===== src/rtl/fft_stream_if.sv =====
// Stream bundle for fft_stream_core: real samples in, complex bins out,
// each side with its own valid/ready handshake.
interface fft_stream_if #(
    parameter int LOG2N = 4,
    parameter int DW    = 16
);
    logic                    in_valid;
    logic                    in_ready;
    logic signed [DW-1:0]    in_data;
    logic                    out_valid;
    logic                    out_ready;
    logic signed [DW-1:0]    out_re;
    logic signed [DW-1:0]    out_im;
    logic [LOG2N-1:0]        out_index;
    logic                    out_last;

    modport master (
        output in_valid, in_data, out_ready,
        input  in_ready, out_valid, out_re, out_im, out_index, out_last
    );

    modport slave (
        input  in_valid, in_data, out_ready,
        output in_ready, out_valid, out_re, out_im, out_index, out_last
    );
endinterface


===== src/rtl/fft_stream_core.sv =====
// Streaming N-point radix-2 DIT FFT: buffers one real frame in bit-reversed
// order, runs one butterfly per cycle in place, then streams bins in natural order.
module fft_stream_core #(
    parameter int LOG2N = 4,
    parameter int DW    = 16,
    parameter int TW_W  = 16
) (
    input  logic        clk,
    input  logic        reset,
    fft_stream_if.slave bus,
    output logic        busy
);
    localparam int  N        = 1 << LOG2N;
    localparam int  HN       = N / 2;
    localparam int  JW       = LOG2N - 1;
    localparam int  PW       = DW + TW_W;
    localparam real PI       = 3.14159265358979323846;
    localparam real TW_UNITY = (2.0 ** (TW_W - 1)) - 1.0;
    localparam logic signed [DW-1:0] D_MAX = {1'b0, {(DW-1){1'b1}}};
    localparam logic signed [DW-1:0] D_MIN = {1'b1, {(DW-1){1'b0}}};

    typedef enum logic [1:0] {
        ST_LOAD    = 2'd0,
        ST_COMPUTE = 2'd1,
        ST_UNLOAD  = 2'd2
    } state_t;

    function automatic logic [LOG2N-1:0] bitrev(input logic [LOG2N-1:0] a);
        logic [LOG2N-1:0] r;
        for (int i = 0; i < LOG2N; i++) begin
            r[i] = a[LOG2N-1-i];
        end
        return r;
    endfunction

    function automatic int tw_round(input real v);
        if (v >= 0.0) return $rtoi(v + 0.5);
        else          return -$rtoi(0.5 - v);
    endfunction

    function automatic int tw_cos(input int k);
        return tw_round($cos(2.0 * PI * $itor(k) / $itor(N)) * TW_UNITY);
    endfunction

    // Imaginary part of e^(-j*2*pi*k/N), hence the negated sine
    function automatic int tw_nsin(input int k);
        return -tw_round($sin(2.0 * PI * $itor(k) / $itor(N)) * TW_UNITY);
    endfunction

    function automatic logic signed [DW-1:0] sat(input logic signed [DW+1:0] v);
        if (v > (DW+2)'(D_MAX))      return D_MAX;
        else if (v < (DW+2)'(D_MIN)) return D_MIN;
        else                         return v[DW-1:0];
    endfunction

    state_t                 state_r, state_s;
    logic [LOG2N-1:0]       cnt_r, idx_r;
    logic [3:0]             stage_r;
    logic [JW-1:0]          bfly_r;
    logic signed [DW-1:0]   mem_re_r [N];
    logic signed [DW-1:0]   mem_im_r [N];
    logic signed [TW_W-1:0] tw_re_s  [HN];
    logic signed [TW_W-1:0] tw_im_s  [HN];

    logic                   in_ready_s, accept_s, last_stage_s, last_bfly_s;
    logic [LOG2N-1:0]       half_s, j_ext_s, pos_s, top_s, bot_s;
    logic [3:0]             tw_shift_s;
    logic [JW-1:0]          tw_idx_s;
    logic signed [DW-1:0]   a_re_s, a_im_s, b_re_s, b_im_s;
    logic signed [TW_W-1:0] w_re_s, w_im_s;
    logic signed [PW-1:0]   m_rr_s, m_ii_s, m_ri_s, m_ir_s;
    logic signed [PW:0]     s_re_s, s_im_s, sh_re_s, sh_im_s;
    logic signed [DW+1:0]   p_re_s, p_im_s, sum_re_s, sum_im_s, dif_re_s, dif_im_s;
    logic signed [DW-1:0]   top_re_s, top_im_s, bot_re_s, bot_im_s;

    for (genvar k = 0; k < HN; k++) begin : g_tw
        assign tw_re_s[k] = TW_W'(tw_cos(k));
        assign tw_im_s[k] = TW_W'(tw_nsin(k));
    end

    assign in_ready_s   = (state_r == ST_LOAD) && !reset;
    assign accept_s     = in_ready_s && bus.in_valid;
    assign last_stage_s = (stage_r == 4'(LOG2N - 1));
    assign last_bfly_s  = last_stage_s && (bfly_r == {JW{1'b1}});

    // Butterfly addressing, twiddle lookup and complex arithmetic
    always_comb begin
        half_s     = LOG2N'(32'd1) << stage_r;
        j_ext_s    = {1'b0, bfly_r};
        pos_s      = j_ext_s & (half_s - LOG2N'(32'd1));
        top_s      = ((j_ext_s >> stage_r) << (stage_r + 4'd1)) + pos_s;
        bot_s      = top_s | half_s;
        tw_shift_s = 4'(LOG2N - 1) - stage_r;
        tw_idx_s   = JW'(pos_s << tw_shift_s);
        a_re_s     = mem_re_r[top_s];
        a_im_s     = mem_im_r[top_s];
        b_re_s     = mem_re_r[bot_s];
        b_im_s     = mem_im_r[bot_s];
        w_re_s     = tw_re_s[tw_idx_s];
        w_im_s     = tw_im_s[tw_idx_s];
        m_rr_s     = PW'(b_re_s) * PW'(w_re_s);
        m_ii_s     = PW'(b_im_s) * PW'(w_im_s);
        m_ri_s     = PW'(b_im_s) * PW'(w_re_s);
        m_ir_s     = PW'(b_re_s) * PW'(w_im_s);
        s_re_s     = (PW+1)'(m_rr_s) - (PW+1)'(m_ii_s);
        s_im_s     = (PW+1)'(m_ri_s) + (PW+1)'(m_ir_s);
        sh_re_s    = s_re_s >>> (TW_W - 1);
        sh_im_s    = s_im_s >>> (TW_W - 1);
        // W[0] is slightly below unity, so bypass keeps trivial butterflies exact
        if (tw_idx_s == '0) begin
            p_re_s = (DW+2)'(b_re_s);
            p_im_s = (DW+2)'(b_im_s);
        end else begin
            p_re_s = sh_re_s[DW+1:0];
            p_im_s = sh_im_s[DW+1:0];
        end
        sum_re_s = (DW+2)'(a_re_s) + p_re_s;
        sum_im_s = (DW+2)'(a_im_s) + p_im_s;
        dif_re_s = (DW+2)'(a_re_s) - p_re_s;
        dif_im_s = (DW+2)'(a_im_s) - p_im_s;
        top_re_s = sat(sum_re_s >>> 1);
        top_im_s = sat(sum_im_s >>> 1);
        bot_re_s = sat(dif_re_s >>> 1);
        bot_im_s = sat(dif_im_s >>> 1);
    end

    // Phase sequencing LOAD -> COMPUTE -> UNLOAD
    always_comb begin
        state_s = state_r;
        case (state_r)
            ST_LOAD: begin
                if (accept_s && (cnt_r == LOG2N'(N - 1))) state_s = ST_COMPUTE;
                else                                      state_s = ST_LOAD;
            end
            ST_COMPUTE: begin
                if (last_bfly_s) state_s = ST_UNLOAD;
                else             state_s = ST_COMPUTE;
            end
            ST_UNLOAD: begin
                if (bus.out_ready && (idx_r == LOG2N'(N - 1))) state_s = ST_LOAD;
                else                                           state_s = ST_UNLOAD;
            end
            default: state_s = ST_LOAD;
        endcase
    end

    // State register
    always_ff @(posedge clk) begin
        if (reset) state_r <= ST_LOAD;
        else       state_r <= state_s;
    end

    // Sample, butterfly and bin counters
    always_ff @(posedge clk) begin
        if (reset) begin
            cnt_r   <= '0;
            idx_r   <= '0;
            stage_r <= 4'd0;
            bfly_r  <= '0;
        end else begin
            case (state_r)
                ST_LOAD: begin
                    if (accept_s) cnt_r <= cnt_r + LOG2N'(32'd1);
                end
                ST_COMPUTE: begin
                    if (bfly_r == {JW{1'b1}}) begin
                        bfly_r  <= '0;
                        stage_r <= last_stage_s ? 4'd0 : stage_r + 4'd1;
                    end else begin
                        bfly_r  <= bfly_r + JW'(32'd1);
                    end
                end
                ST_UNLOAD: begin
                    if (bus.out_ready) idx_r <= idx_r + LOG2N'(32'd1);
                end
                default: begin
                    cnt_r <= '0;
                    idx_r <= '0;
                end
            endcase
        end
    end

    // Frame storage; deliberately not cleared by reset
    always_ff @(posedge clk) begin
        if (accept_s) begin
            mem_re_r[bitrev(cnt_r)] <= bus.in_data;
            mem_im_r[bitrev(cnt_r)] <= '0;
        end else if ((state_r == ST_COMPUTE) && !reset) begin
            mem_re_r[top_s] <= top_re_s;
            mem_im_r[top_s] <= top_im_s;
            mem_re_r[bot_s] <= bot_re_s;
            mem_im_r[bot_s] <= bot_im_s;
        end
    end

    // Output drive straight from state and array
    always_comb begin
        bus.in_ready  = in_ready_s;
        bus.out_valid = (state_r == ST_UNLOAD);
        busy          = (state_r == ST_COMPUTE);
        if (state_r == ST_UNLOAD) begin
            bus.out_re    = mem_re_r[idx_r];
            bus.out_im    = mem_im_r[idx_r];
            bus.out_index = idx_r;
            bus.out_last  = (idx_r == LOG2N'(N - 1));
        end else begin
            bus.out_re    = '0;
            bus.out_im    = '0;
            bus.out_index = '0;
            bus.out_last  = 1'b0;
        end
    end
endmodule


===== src/flat_wrapper.sv =====
// flat-port wrapper written by rule: the top's interface ports become plain ports
module fft_stream_core_flat 
#(
    parameter int LOG2N = 4,
    parameter int DW    = 16,
    parameter int TW_W  = 16
)
  (clk, reset, busy, bus_in_valid, bus_in_data, bus_out_ready, bus_in_ready, bus_out_valid, bus_out_re, bus_out_im, bus_out_index, bus_out_last);
  fft_stream_if #(.LOG2N(LOG2N), .DW(DW)) bus_i ();
  input  logic clk;
  input  logic reset;
  output logic busy;
  input wire logic [$bits(bus_i.in_valid)-1:0] bus_in_valid;
  input wire logic [$bits(bus_i.in_data)-1:0] bus_in_data;
  input wire logic [$bits(bus_i.out_ready)-1:0] bus_out_ready;
  output wire logic [$bits(bus_i.in_ready)-1:0] bus_in_ready;
  output wire logic [$bits(bus_i.out_valid)-1:0] bus_out_valid;
  output wire logic [$bits(bus_i.out_re)-1:0] bus_out_re;
  output wire logic [$bits(bus_i.out_im)-1:0] bus_out_im;
  output wire logic [$bits(bus_i.out_index)-1:0] bus_out_index;
  output wire logic [$bits(bus_i.out_last)-1:0] bus_out_last;
  assign bus_i.in_valid = bus_in_valid;
  assign bus_i.in_data = bus_in_data;
  assign bus_i.out_ready = bus_out_ready;
  assign bus_in_ready = bus_i.in_ready;
  assign bus_out_valid = bus_i.out_valid;
  assign bus_out_re = bus_i.out_re;
  assign bus_out_im = bus_i.out_im;
  assign bus_out_index = bus_i.out_index;
  assign bus_out_last = bus_i.out_last;
  fft_stream_core #(.LOG2N(LOG2N), .DW(DW), .TW_W(TW_W)) u_core (.clk(clk), .reset(reset), .bus(bus_i), .busy(busy));
endmodule

===== config.mk =====
export PLATFORM = sky130hd
export DESIGN_NAME = fft_stream_core_flat
export DESIGN_NICKNAME = d
export VERILOG_FILES = /design/src/rtl/fft_stream_if.sv /design/src/rtl/fft_stream_core.sv /design/src/flat_wrapper.sv
export SDC_FILE = /design/constraint.sdc
export NUM_CORES = 2
export LEC_CHECK = 0
export ABC_AREA = 1
export CORE_MARGIN = 4
export CORE_UTILIZATION = 55
export DETAILED_ROUTE_END_ITERATION = 8
export PLACE_DENSITY = 0.71
export SLEW_MARGIN = 20
export SYNTH_ARGS = -nofsm -noshare
export SYNTH_HDL_FRONTEND = slang
export SYNTH_SLANG_ARGS = --single-unit

===== constraint.sdc =====
create_clock -name clk -period 26.3 [get_ports clk]
set_input_delay 3.945 -clock clk [delete_from_list [all_inputs] [get_ports clk]]
set_output_delay 3.945 -clock clk [all_outputs]
set_load 0.05 [all_outputs]

==> qor.csv <==
metric,value,unit
status,"finished, violations left",
failing checks,design-rule violations,
Crit Path Class,reg -> reg,
vias in the first global route,72891,
DR iter-0 viols,11853,
via count,73848,
FF-to-FF setup slack,7200,ps
"Top FF cell, synth",edfxtp_1,
setup_tns,0,ps
Critical-path top delay cell,fa_4,
Max rail drop VDD,52.35,uV
Critical path origin,u_core.stage_r[0],
min Tclk post-route,19100,ps
Max Clock Skew,32.35,ps
layout cell share with drive strength beyond 1,0.05862,
pins over their slew limit,0,
Async SR Flop Fraction,0,
Final Cycle Share,0.7261,
cell count of the worst reg-to-reg path,63,
CTS Buf Count,54,
number of optimization iterations in the first detailed-route pass,9,
Routed wire per std cell,26.80,microns
R2R Path End,u_core.mem_im_r[12][9],
"slowest stage delay, CP",990,ps
endpoint class of the critical path,register,
gp weighted congestion,1.039,
Avg Vias per Cell,6.348,
hold buffers post-CTS,0,
pwr/cell area,22.98,mW/mm^2
Final setup viols,0,
CP max FO,36,
Rel. slew slack,0.1634,
Synthesized Nets,11588,
worst slew pin tran,1251,ps
placed instance count,11528,
fin nets,11247,
number of synthesized flops with an enable pin,512,
CP required,26690,ps
cell area after synthesis,0.07981,sq mm
Critical R2R Launch,u_core.stage_r[0],
Unique masters post-synth,71,
# DRC,38,
Ports,60,
# rows,139,
Setup crit end,u_core.mem_im_r[12][9],
smallest hold slack,529.3,ps
CTS tree,done,
Max Freq,52.37,MHz
clk root buf,clkbuf_16,
Sink Count,533,
DRT Wirelength,311.8,mm
Worst-path clk slew,70,ps
clock buffer depth,3,
total gr overflow,0,
"commonest non-fill, non-tap cell in the layout",nand2_1,
#FFs+latches synth,533,
die area,0.1513,sq mm
Post-CTS Setup Repair Bufs,0,
post-DP HPWL,211.3,mm
height of the die,388.9,microns
Avg Synthesized Cell Area,7.964,sq um
YS warnings,0,
initial antenna violation count,6,
largest net degree at the start of global routing,198,
Std-Cell Core Area,0.1438,sq mm
most frequent CP cell,nand2_1,
hold crit path type,reg -> reg,
H-tree lvl count,2,
"commonest cells after routing, fill and taps aside","nand2_1 (1946), inv_1 (1834), fa_1 (1117)",
die width,388.9,microns
"Clk Latency, worst-skew pair",660,ps
post-CTS sizing,0,
first-pass GRT wire length,456.4,mm
RSZ-0062 raised after global routing,false,
Fin. Hold Viols,0,
synthesis-to-finish area growth,4.655,%
port bufs,59,
DRT antenna net count,0,
"Cell Count, Final, Fillers Out",11633,
static leakage,39.07,nW
Worst EP arrival,19490,ps
Initial Utilization,0.5549,
sequential share of the synthesized area,0.1979,
maxcap violations,0,
Setup crit start kind,register,
total track usage,0.4058,
synthesized instance count,10022,
-- Yosys cell counts (all sizes together) (46+ instances only) --
cell type	number	area share
edfxtp	512	0.19
o21ai	685	0.045
nand3	828	0.059
xor2	81	0.0089
or2	46	0.0036
buf	182	0.013
a21oi	604	0.038
ha	428	0.067
nor2	673	0.032
o22ai	106	0.0083
clkbuf	434	0.021
fa	1118	0.28
inv	1874	0.088
nand2	2001	0.098
o211ai	70	0.0066
-- cells by family (layout without fill, tap and decap cells) --
family          after synthesis  in the layout  synth area share
buf+inv                    2499           2200            0.1223
xor+xnor                    117            117           0.01284
flops                       533            533            0.1979
other cells                   0              7                 0
fa+ha+maj                  1546           1546            0.3475
compound gates             1688           1688            0.1198
simple gates               3639           3639            0.1996
-- area by class of cell --
cell class | instances | area (sq um)
well taps | 1903 | 2381
flip-flops and latches | 533 | 15810
fillers | 12737 | 60300
repair buffers | 219 | 1817
clock inverters | 39 | 400.4
inverters | 1883 | 7096
clock buffers | 59 | 1370
diodes | 7 | 17.52
multi-input cells | 6990 | 54640
-- per-stage QoR --
stage / power (mW) / instance area, sq um / setup WS (ps) / util
detailed placement: 1.116 / 81730 / 7957 / 0.5682
CTS: 1.903 / 83500 / 7918 / 0.5805
global placement: 1.114 / 81730 / 8191 / 0.5682
global route: 1.952 / 83510 / 6551 / 0.5806
floorplan: 1.076 / 79810 / 12640 / -
finish: 1.920 / 83530 / 7204 / 0.5807
-- worst min-delay path by stage --
stage / start / end / cells past startpoint
6_report: u_core.cnt_r[0] / u_core.cnt_r[0] / 2
5_1_grt: u_core.cnt_r[1] / u_core.cnt_r[1] / 2
4_1_cts: u_core.cnt_r[0] / u_core.cnt_r[0] / 2
3_5_place_dp: u_core.cnt_r[0] / u_core.cnt_r[0] / 2
3_3_place_gp: u_core.cnt_r[0] / u_core.cnt_r[0] / 2
2_1_floorplan: u_core.bfly_r[1] / u_core.bfly_r[1] / 2
-- state kept, by name, summed over array words and instances, names as in the netlist, named ones only --
signal and flops:
u_core.bfly_r 3, u_core.cnt_r 4, u_core.idx_r 4, u_core.mem_im_r 256, u_core.mem_re_r 256, u_core.stage_r 4
u_core.state_r 2
-- power breakdown --
group | internal, mW | switching, mW | total [mW]
combinational | 0.0446 | 0.132 | 0.177
sequential | 0.927 | 0.00250 | 0.930
clock | 0.439 | 0.374 | 0.813
-- worst max-delay path: cells and delay by family (launching register included) --
| kind | cells | cell delay, ps |
|---|---|---|
| and+or+nand+nor | 26 | 6260 |
| buffers and inverters | 9 | 2570 |
| DFF | 1 | 560 |
| xor gates and xnor gates | 1 | 210 |
| AOI/OAI and AO/OA | 15 | 3130 |
| adders and majority gates | 12 | 5920 |
-- layer usage --
layer  wire, microns  part of all wire  global-route usage  up-vias
met2          132300              0.42              0.6153     6176
li1                -                 -                   -    31110
met4           31590              0.10              0.3097        4
met3           47070              0.15              0.1252     1814
met1          100800              0.32              0.4852    34744
met5              23          0.000074                   0        -
(Power assumes the default switching activity.)
